==> config.mk <==
export PLATFORM = sky130hd
export DESIGN_NAME = reply_encoder
export DESIGN_NICKNAME = d
export VERILOG_FILES = /design/src/rtl/reply_encoder.sv
export SDC_FILE = /design/constraint.sdc
export NUM_CORES = 1
export LEC_CHECK = 0
export CELL_PAD_IN_SITES_DETAIL_PLACEMENT = 1
export CELL_PAD_IN_SITES_GLOBAL_PLACEMENT = 1
export CORE_ASPECT_RATIO = 2
export CORE_MARGIN = 2
export CORE_UTILIZATION = 51
export CTS_BUF_LIST = sky130_fd_sc_hd__clkbuf_8
export CTS_CLUSTER_SIZE = 28
export DETAILED_ROUTE_END_ITERATION = 10
export GPL_TIMING_DRIVEN = 0
export PLACE_DENSITY = 0.83
export SYNTH_ARGS = -nofsm -noshare
export SYNTH_HDL_FRONTEND = slang
export SYNTH_SLANG_ARGS = --single-unit
export TNS_END_PERCENT = 50
==> constraint.sdc <==
create_clock -name clk -period 2.7 [get_ports clk]
set_input_delay 0.54 -clock clk [delete_from_list [all_inputs] [get_ports clk]]
set_output_delay 0.54 -clock clk [all_outputs]
set_load 0.1 [all_outputs]
==> src/rtl/reply_encoder.sv <==
`default_nettype none
// ============================================================================
// Module      : reply_encoder
// Description : Collects response bytes written by on-board sources and
//               frames each burst as
//                   PREFIX, SELF_ADDR, SRC, LEN, DATA[0..LEN-1], CRC
//               on a valid/ready byte stream toward the UART transmitter.
//               CRC is the modulo-256 sum of the DATA bytes only.
//
// Ports       : clk           system clock
//               n_rst         asynchronous active-low reset
//               in_data       byte from a source
//               in_valid_bus  one-hot write strobe, bit i = source i
//               in_ready      encoder can accept a byte this cycle
//               tx_data       framed byte to UART
//               tx_valid      tx_data valid
//               tx_ready      UART accepts tx_data
//               busy          encoder not idle
//               drop          one-cycle pulse: offered byte discarded or
//                             frame aborted
//
// Options     : TX_TIMEOUT_EN  when defined, a stalled transmitter
//                              (tx_valid & !tx_ready for TX_TIMEOUT_CYC
//                              cycles) aborts the frame.
//
// Revision    : 1.0  initial release
// ============================================================================
module reply_encoder #(
    parameter int          N_SRC          = 8,
    parameter logic [7:0]  PREFIX         = 8'hA5,
    parameter logic [7:0]  SELF_ADDR      = 8'h3C,
    parameter int          MAX_LEN        = 64,
    parameter int          GAP_CYC        = 16,
    parameter int          TX_TIMEOUT_CYC = 50000000
) (
    input  logic             clk,
    input  logic             n_rst,
    input  logic [7:0]       in_data,
    input  logic [N_SRC-1:0] in_valid_bus,
    output logic             in_ready,
    output logic [7:0]       tx_data,
    output logic             tx_valid,
    input  logic             tx_ready,
    output logic             busy,
    output logic             drop
);

    localparam int               c_SRC_W    = (N_SRC > 1) ? $clog2(N_SRC) : 1;
    localparam int               c_AW       = (MAX_LEN > 1) ? $clog2(MAX_LEN) : 1;
    localparam int               c_GAP_W    = $clog2(GAP_CYC + 1);
    localparam logic [7:0]       c_MAX_LEN  = 8'(MAX_LEN);
    localparam logic [c_GAP_W-1:0] c_GAP_LAST = c_GAP_W'(GAP_CYC - 1);

    typedef enum logic [3:0] {
        S_IDLE        = 4'd0,
        S_COLLECT     = 4'd1,
        S_SEND_PREFIX = 4'd2,
        S_SEND_ADDR   = 4'd3,
        S_SEND_SRC    = 4'd4,
        S_SEND_LEN    = 4'd5,
        S_SEND_DATA   = 4'd6,
        S_SEND_CRC    = 4'd7
    } state_t;

    state_t               r_state;
    logic [7:0]           r_cnt;
    logic [7:0]           r_crc;
    logic [7:0]           r_rd;
    logic [c_SRC_W-1:0]   r_src;
    logic [c_GAP_W-1:0]   r_gap;
    logic [7:0]           r_mem [0:MAX_LEN-1];

    logic                 w_offer;
    logic                 w_multi;
    logic [c_SRC_W-1:0]   w_win;
    logic                 w_room;
    logic                 w_tx_fire;
    logic                 w_timeout;
    logic                 w_wr_en;
    logic [c_AW-1:0]      w_wr_idx;
    logic [7:0]           w_rd_next;

    assign w_offer   = |in_valid_bus;
    // More than one strobe set: clearing the lowest set bit leaves something.
    assign w_multi   = |(in_valid_bus & (in_valid_bus - N_SRC'(1)));
    assign w_room    = (r_cnt < c_MAX_LEN);
    assign w_tx_fire = tx_valid & tx_ready;
    assign w_rd_next = r_rd + 8'd1;

    assign in_ready  = (r_state == S_IDLE) | ((r_state == S_COLLECT) & w_room);
    assign busy      = (r_state != S_IDLE);

    // Lowest set strobe wins; scan from the top so the lowest index is last.
    always_comb begin
        w_win = '0;
        for (int i = N_SRC - 1; i >= 0; i--) begin
            if (in_valid_bus[i]) begin
                w_win = c_SRC_W'(i);
            end
        end
    end

    // A byte lands in the buffer when it starts a frame or extends the
    // current source's frame while there is room.
    always_comb begin
        w_wr_en  = 1'b0;
        w_wr_idx = '0;
        if (r_state == S_IDLE) begin
            w_wr_en  = w_offer;
        end else if (r_state == S_COLLECT) begin
            w_wr_en  = w_offer & w_room & (w_win == r_src);
            w_wr_idx = r_cnt[c_AW-1:0];
        end
    end

    always_ff @(posedge clk) begin
        if (w_wr_en) begin
            r_mem[w_wr_idx] <= in_data;
        end
    end

`ifdef TX_TIMEOUT_EN
    logic [31:0] r_stall;

    always_ff @(posedge clk or negedge n_rst) begin
        if (!n_rst) begin
            r_stall <= '0;
        end else if ((r_state == S_IDLE) || (r_state == S_COLLECT) ||
                     !tx_valid || tx_ready || w_timeout) begin
            r_stall <= '0;
        end else begin
            r_stall <= r_stall + 32'd1;
        end
    end

    assign w_timeout = tx_valid & ~tx_ready & (r_stall == 32'(TX_TIMEOUT_CYC - 1));
`else
    // Watchdog not built: the stall limit has no effect.
    assign w_timeout = 1'b0 & (TX_TIMEOUT_CYC != 0);
`endif

    always_ff @(posedge clk or negedge n_rst) begin
        if (!n_rst) begin
            r_state  <= S_IDLE;
            tx_valid <= 1'b0;
            tx_data  <= 8'd0;
            drop     <= 1'b0;
            r_cnt    <= 8'd0;
            r_crc    <= 8'd0;
            r_src    <= '0;
            r_rd     <= 8'd0;
            r_gap    <= '0;
        end else begin
            // Any offer the encoder cannot take is discarded and flagged.
            drop <= w_offer & ~in_ready;

            if (w_timeout) begin
                tx_valid <= 1'b0;
                drop     <= 1'b1;
                r_cnt    <= 8'd0;
                r_crc    <= 8'd0;
                r_state  <= S_IDLE;
            end else begin
                case (r_state)
                    S_IDLE: begin
                        if (w_offer) begin
                            r_src   <= w_win;
                            r_cnt   <= 8'd1;
                            r_crc   <= in_data;
                            r_gap   <= '0;
                            drop    <= w_multi;
                            r_state <= S_COLLECT;
                        end
                    end

                    S_COLLECT: begin
                        if (!w_room) begin
                            // Buffer full: close the frame without a gap wait.
                            tx_data  <= PREFIX;
                            tx_valid <= 1'b1;
                            r_state  <= S_SEND_PREFIX;
                        end else if (w_offer) begin
                            if (w_win == r_src) begin
                                r_cnt <= r_cnt + 8'd1;
                                r_crc <= r_crc + in_data;
                                r_gap <= '0;
                                drop  <= w_multi;
                            end else begin
                                // Another source interrupts: its byte is lost
                                // and the current burst is closed.
                                drop     <= 1'b1;
                                tx_data  <= PREFIX;
                                tx_valid <= 1'b1;
                                r_state  <= S_SEND_PREFIX;
                            end
                        end else if (r_gap == c_GAP_LAST) begin
                            tx_data  <= PREFIX;
                            tx_valid <= 1'b1;
                            r_state  <= S_SEND_PREFIX;
                        end else begin
                            r_gap <= r_gap + c_GAP_W'(1);
                        end
                    end

                    S_SEND_PREFIX: begin
                        if (w_tx_fire) begin
                            tx_data <= SELF_ADDR;
                            r_state <= S_SEND_ADDR;
                        end
                    end

                    S_SEND_ADDR: begin
                        if (w_tx_fire) begin
                            tx_data <= 8'(r_src);
                            r_state <= S_SEND_SRC;
                        end
                    end

                    S_SEND_SRC: begin
                        if (w_tx_fire) begin
                            tx_data <= r_cnt;
                            r_state <= S_SEND_LEN;
                        end
                    end

                    S_SEND_LEN: begin
                        if (w_tx_fire) begin
                            tx_data <= r_mem[0];
                            r_rd    <= 8'd0;
                            r_state <= S_SEND_DATA;
                        end
                    end

                    S_SEND_DATA: begin
                        if (w_tx_fire) begin
                            if (r_rd == r_cnt - 8'd1) begin
                                tx_data <= r_crc;
                                r_state <= S_SEND_CRC;
                            end else begin
                                r_rd    <= w_rd_next;
                                tx_data <= r_mem[w_rd_next[c_AW-1:0]];
                            end
                        end
                    end

                    S_SEND_CRC: begin
                        if (w_tx_fire) begin
                            tx_valid <= 1'b0;
                            r_cnt    <= 8'd0;
                            r_crc    <= 8'd0;
                            r_state  <= S_IDLE;
                        end
                    end

                    default: begin
                        tx_valid <= 1'b0;
                        r_state  <= S_IDLE;
                    end
                endcase
            end
        end
    end

endmodule
`default_nettype wire

==> qor.txt, run 1 <==
Status - finished with violations
Failing checks - negative setup slack
Yosys cell types - 65
Max IR drop VDD - 0.623 mV
Leakage - 9.26 nW
IO Pins - 31
Commonest non-fill, non-tap cell in the layout - edfxtp_1
Via count - 14210
Pre-Repair DR Iteration Count - 6
RR Endpoint - tx_data[0]$_DFFE_PN0P_
Non-Filler Instances - 2061
Final Hold Slack - 0.295 ns
Area Overhead vs Synth - 22.6%
Final worst-path cycle share - 1.14
Clock transition at path regs - 0.08 ns
Post-route ant nets - 0
Critical Path RT - 3.23 ns
Worst-Skew Late Latency - 0.68 ns
Worst slew margin - 0.248
Synthesized flop and latch total - 557
Initial Utilization - 0.514
Die Area - 0.0469 sq mm
Hold WC Path Type - in -> async
Core area - 0.0447 sq mm
TritonCTS buffer count - 77
H-tree depth - 3
Count of pins over their slew limit - 0
Crit path from - r_rd[3]$_DFFE_PN0P_
Mapped Nets - 1266
Crit. End Element - flip-flop
Largest net degree at the start of global routing - 46
Avg Synthesized Cell Area - 18.6 sq um
Post-Syn Area - 0.0230 sq mm
CP max FO - 10
First DRT Iteration DRCs - 1829
Setup Viol. Count Final - 268
Root Buffer - clkbuf_8
Post-synth EDFFs - 512
CP arrival - 3.61 ns
Prevailing post-synth register cell - edfxtp_1
Buffers added on ports - 30
CTS tree - done
Worst Setup Slack, final - -0.380 ns
Max Root-Sink Buffers - 3
R2r setup slk - -0.38 ns
Final Hold Viols - 0
Worst Setup Start Kind - flip-flop
Detailed Route WL - 78700 um
Max Freq - 325 MHz
Max-Cap Viols - 0
Slew @ Worst Pin - 1.12 ns
Initial antenna violation count - 1
Hpwl dp - 43500 um
Metal-1 WL - 26000 um
DRC Markers - 0
Setup crit end - tx_data[0]$_DFFE_PN0P_
Vias in the first global route - 14807
Row count - 110
Register area share after synthesis - 0.718
Worst reg2reg startpoint - r_rd[3]$_DFFE_PN0P_
Share of cells above drive strength 1 - 0.391
Metal3 WL - 6720 um
Cells after synthesis - 1234
Met2 Routed Length - 40100 um
Die Ht - 304 um
Post-DR wirelength/cell - 38.2 um
TNS Setup - -20.73 ns
Placed insts - 1833
Total Power - 0.0281 W
Overflow after GRT - 0
GP Congestion - 0.903
Clk sinks - 557
First-pass GRT wire length - 108000 um
Layout net count - 1473
Power Density - 997 mW/mm^2
Avg Vias per Cell - 6.89
Crit path kind - reg -> reg
Global Route Usage Sum - 0.327
FFs w/ async S/R, synth - 0.0808
Most frequent cells in the layout - edfxtp_1 (512), mux4_2 (158), clkbuf_8 (81), nor2_4 (70)
DIE WIDTH - 154 um
Max Used Layer - met4
Yosys warns - 0
Worst Reg-to-Reg Cells - 9
Tmin final - 3.08 ns
Clock skew - 0.0601 ns
RSZ-0062 raised after global routing - true
## kinds of logic (layout without fill, tap and decap cells)
group,after synthesis,in the layout,share of synthesized area
other cells,0,1,0
fa+ha+maj,15,15,0.00827
simple gates,263,263,0.0519
buf+inv,72,338,0.0142
compound gates,124,124,0.0343
xor+xnor,26,26,0.0102
flops,557,557,0.718
mux,177,177,0.163
## sequential cells by signal (all words and copies together), names as in the netlist
signal	count
r_rd	8
r_gap	5
r_crc	8
r_mem	512
tx_valid	1
tx_data	8
drop	1
r_src	3
r_cnt	8
r_state	3
## critical path, cell delays in order (launching register included)
cell	delay (ns)
dfrtp_1	0.62
nand3_1	0.28
xor2_2	0.39
clkbuf_4	0.42
mux2i_1	0.32
mux2i_1	0.15
mux2i_2	0.22
mux2i_2	0.13
a221oi_2	0.27
o21ai_1	0.13
## cell type report
| cell class | count | area, sq um |
|---|---|---|
| fill | 3699 | 16500 |
| sequential | 557 | 16500 |
| multi-input combinational | 605 | 7220 |
| timing repair buffer | 134 | 1620 |
| clock buffer | 78 | 1070 |
| tap | 560 | 701 |
| buffer | 55 | 656 |
| clock inverter | 60 | 368 |
| inverter | 11 | 45.0 |
| antenna | 1 | 2.50 |
## synthesized netlist by cell type (9+ instances only)
library cell  instances  area share
nand2_1              71       0.012
clkbuf_1             27      0.0044
o21ai_0              22      0.0048
nor3_1               14      0.0030
nor2b_1               9      0.0024
ha_1                 12      0.0065
nand3_1              19      0.0041
mux2i_1              13      0.0057
edfxtp_1            512        0.67
mux4_2              158        0.15
a21oi_1              36      0.0078
xnor2_1              17      0.0065
a22oi_1               9      0.0029
buf_2                23      0.0050
dfrtp_1              45       0.049
nor2_1              109       0.018
o22ai_1               9      0.0024
inv_1                11      0.0018
## what timing repair did
item | 4_1_cts | 5_1_grt
pin swaps | 46 | 47
gates resized for setup | 331 | 84
endpoints found under the setup margin | 553 | 534
buffers inserted | 54 | 35
hold buffers | 1 | 0
hold endpoints to repair | 8 | 0
gates cloned | 4 | 1
## metal layers
metal / GRT usage / vias up
li1: - / 5431
met1: 0.393 / 7367
met2: 0.548 / 1116
met3: 0.0629 / 296
met4: 0.199 / 0
met5: 0 / -
## power by group
part	switching (W)	internal (W)	leakage, nW
registers	0.000326	0.00969	5.17
clock network	0.00348	0.00311	0.822
logic	0.00658	0.00492	3.27
total	0.0104	0.0177	9.26
## worst min-delay path by stage
stage / to / slack, ns / depth (start not counted)
floorplan: drop$_DFF_PN0_ / 0.24 / 0
CTS: r_gap[4]$_DFFE_PN0P_ / 0.27 / 2
finish: r_gap[4]$_DFFE_PN0P_ / 0.30 / 2
detailed placement: r_gap[4]$_DFFE_PN0P_ / 0.42 / 1
global route: r_gap[4]$_DFFE_PN0P_ / 0.29 / 2
global placement: tx_data[7]$_DFFE_PN0P_ / 0.47 / 2
## metrics by stage
step,area [sq um],util,setup WS (ns)
after CTS,27600,0.616,-0.211
after floorplan,23100,-,-0.255
after global routing,28200,0.630,-0.393
after global placement,24100,0.538,-2.19
after detailed placement,24200,0.542,-1.83
final,28200,0.630,-0.380
No activity file was read; power rests on OpenSTA's default activity.
==> inputs of run 2 (changes only) <==
--- a/config.mk
+++ b/config.mk
@@ -9,12 +9,12 @@
 export CELL_PAD_IN_SITES_GLOBAL_PLACEMENT = 1
 export CORE_ASPECT_RATIO = 2
 export CORE_MARGIN = 2
-export CORE_UTILIZATION = 51
+export CORE_UTILIZATION = 61
 export CTS_BUF_LIST = sky130_fd_sc_hd__clkbuf_8
 export CTS_CLUSTER_SIZE = 28
 export DETAILED_ROUTE_END_ITERATION = 10
 export GPL_TIMING_DRIVEN = 0
-export PLACE_DENSITY = 0.83
+export PLACE_DENSITY = 0.92
 export SYNTH_ARGS = -nofsm -noshare
 export SYNTH_HDL_FRONTEND = slang
 export SYNTH_SLANG_ARGS = --single-unit
==> constraint.sdc (replaced) <==
create_clock -name clk -period 4 [get_ports clk]
set_input_delay 0.8 -clock clk [delete_from_list [all_inputs] [get_ports clk]]
set_output_delay 0.8 -clock clk [all_outputs]
set_load 0.1 [all_outputs]
==> run 2 against run 1 <==
- the flow still finishes with violations (negative setup slack)
- sequential power is 32% lower
- clock power shrank 34%
- non-clock buffer count shrank 79
- critical path type is now in -> reg
- register-to-register slack better by 0.02 ns
- core utilization increased by 6.7 points
- hold slack better by 0.19 ns
- via count rose by 4.8%
- cell area shrank 8.0%
- worst setup slack worse by 0.033 ns
- sequential share of layout area up 5.1 points
- count of clock-buffer cells in the layout unchanged
- cell count decreased by 8.9%
==> qor.txt, run 2 (synthesis results as in run 1) <==
Status - finished with violations
Failing checks - negative setup slack
Power Density - 693 mW/mm^2 (-31%)
Max Freq - 227 MHz
Crit path kind - in -> reg
Fillcell total - 2986 (-19%)
Clk sinks - 557 (unchanged)
Clock transition at path regs - 0.07 ns (about the same)
DIE WIDTH - 141 um (-8.3%)
Avg Vias per Cell - 7.93 (+15%)
Post-route ant nets - 0 (unchanged)
Layout net count - 1392 (-5.5%)
Initial Utilization - 0.619 (+0.105)
RSZ-0062 raised after global routing - true
Hold EP - tx_data[7]$_DFFE_PN0P_
Hold depth - 2
Max Root-Sink Buffers - 3 (unchanged)
Die Ht - 279 um (-8.5%)
Global Route Usage Sum - 0.409 (+0.0816)
Tmin final - 4.41 ns
H-tree depth - 3 (unchanged)
Commonest non-fill, non-tap cell in the layout - edfxtp_1
Worst Reg-to-Reg Cells - 9 (unchanged)
Buffers added on ports - 30 (unchanged)
Worst slew margin - 0.0408 (-0.208)
Critical Path RT - 4.30 ns (+1.07 ns)
Max-Cap Viols - 0 (unchanged)
GRT met2 Usage - 0.660 (+0.112)
First-pass GRT wire length - 110000 um (+2.3%)
Worst Setup Slack, final - -0.414 ns (-0.0332 ns)
RR Endpoint - tx_data[2]$_DFFE_PN0P_
Leakage - 8.28 nW (-11%)
Crit. End Element - flip-flop
Placed Area - 0.0240 sq mm (-0.92%)
First DRT Iteration DRCs - 2216 (+21%)
Area Overhead vs Synth - 12.8%
Worst Setup Start Kind - input pin
Hold WC Path Type - reg -> reg
Count of pins over their slew limit - 0 (unchanged)
CP arrival - 4.71 ns (+1.10 ns)
IO Pins - 31 (unchanged)
GP Congestion - 0.998 (+10%)
Min-Delay Startpoint - tx_data[7]$_DFFE_PN0P_
Setup Viol. Count Final - 370 (+38%)
Biggest register - r_mem
Most frequent cells in the layout - edfxtp_1 (512), mux4_2 (158), clkbuf_8 (78), nand2_1 (69), dfrtp_1 (45)
Initial antenna violation count - 10 (+9)
Max reg flops - 512 (unchanged)
Post-DR wirelength/cell - 45.4 um (+19%)
Overflow after GRT - 0 (unchanged)
Post-route cell area - 0.0259 sq mm (-8.0%)
Final Hold Viols - 0 (unchanged)
Root Buffer - clkbuf_8
Vias in the first global route - 15018 (+1.4%)
Row count - 100 (-9.1%)
Placed insts - 1732 (-5.5%)
Via count - 14886 (+4.8%)
R2r setup slk - -0.36 ns (+0.02 ns)
CTS tree - done
Worst-Skew Late Latency - 0.68 ns (about the same)
Pre-Repair DR Iteration Count - 6 (unchanged)
Final Hold Slack - 0.487 ns (+0.192 ns)
GR Util met3 - 0.117 (+0.0544)
Non-Filler Instances - 1878 (-8.9%)
Largest net degree at the start of global routing - 63 (+37%)
Clock skew - 0.0441 ns (-0.0160 ns)
Worst reg2reg startpoint - r_rd[1]$_DFFE_PN0P_
Detailed Route WL - 85200 um (+8.3%)
Hpwl dp - 46200 um (+6.3%)
Max IR drop VDD - 0.323 mV (-48%)
Share of cells above drive strength 1 - 0.293 (-0.0976)
Die Area - 0.0394 sq mm (-16%)
CP max FO - 8 (-2)
Core area - 0.0372 sq mm (-17%)
Most crowded layer after global routing - met2
Total Power - 0.0180 W (-36%)
Met1 Usage GRT - 0.456 (+0.0634)
DRC Markers - 0 (unchanged)
Slew @ Worst Pin - 1.44 ns (+0.314 ns)
TritonCTS buffer count - 75 (-2.6%)
Final worst-path cycle share - 1.10
run 2: cell types whose count changed in the layout (fill, tap and decap cells not counted), sizes merged, moves of 2 or more:
| cell | before | now |
|---|---|---|
| dlygate4sd2 | 8 | 1 |
| diode | 1 | 3 |
| dlymetal6s2s | 4 | 0 |
| clkdlybuf4s50 | 2 | 19 |
| bufinv | 4 | 2 |
| buf | 145 | 60 |
| clkinvlp | 3 | 1 |
run 2: how the worst max path moves through the flow:
stage | from | cells past startpoint | slack (ns) | end
floorplan | r_state[2]$_DFFE_PN0P_ | 9 | 0.57 | r_crc[7]$_DFFE_PN0P_
global placement | in_data[1] | 10 | -1.02 | r_crc[7]$_DFFE_PN0P_
detailed placement | in_valid_bus[4] | 9 | -1.01 | r_mem[4][1]$_DFFE_PP_
CTS | in_valid_bus[4] | 8 | -0.24 | r_mem[55][3]$_DFFE_PP_
global route | r_state[0]$_DFFE_PN0P_ | 5 | -0.43 | in_ready
finish | in_valid_bus[2] | 9 | -0.41 | r_mem[7][1]$_DFFE_PP_
run 2: layer usage:
layer  part of all wire  wire length, um
met1               0.29            24800
met2               0.47            40400
met3               0.13            11300
met4               0.10             8660
met5             0.0021              178
run 2: final cells by class:
type / instances / area, sq um / area share
inverters: 11 / 41.3 / 0.00159
flip-flops and latches: 557 / 16500 / 0.636
diodes: 3 / 7.51 / 0.000290
repair buffers: 49 / 513 / 0.0198
clock inverters: 55 / 293 / 0.0113
multi-input cells: 605 / 6600 / 0.255
clock buffers: 78 / 1070 / 0.0414
plain buffers: 61 / 324 / 0.0125
well taps: 459 / 574 / 0.0221
run 2: report_power, final:
group | switching (W) | internal (W)
Sequential | 0.000222 | 0.00654
Combinational | 0.00448 | 0.00238
Clock | 0.00240 | 0.00196
run 2: what timing repair did:
| item | in CTS | in global routing |
|---|---|---|
| hold buffers | 1 | 0 |
| pin swaps | 3 | 2 |
| endpoints found under the setup margin | 520 | 444 |
| hold endpoints to repair | 1 | 0 |
| resized for setup | 79 | 83 |
| setup buffers | 2 | 7 |
run 2: metrics by stage:
stage | setup slack (ns) | TNS, ns | util
after detailed placement | -1.01 | -414.89 | 0.646
after CTS | -0.243 | -53.92 | 0.688
after global placement | -1.02 | -288.35 | 0.642
after floorplan | 0.569 | 0 | -
after global routing | -0.430 | -92.19 | 0.698
final | -0.414 | -58.14 | 0.698
run 2: critical path, stage by stage:
cell and delay (ns):
clkdlybuf4s50_1 0.50, or2_1 0.34, nor3_1 0.44, o211ai_1 0.25
a211o_1 0.45, o21a_1 0.35, nor2_2 0.56, nand2_1 0.46
nor2_4 0.54
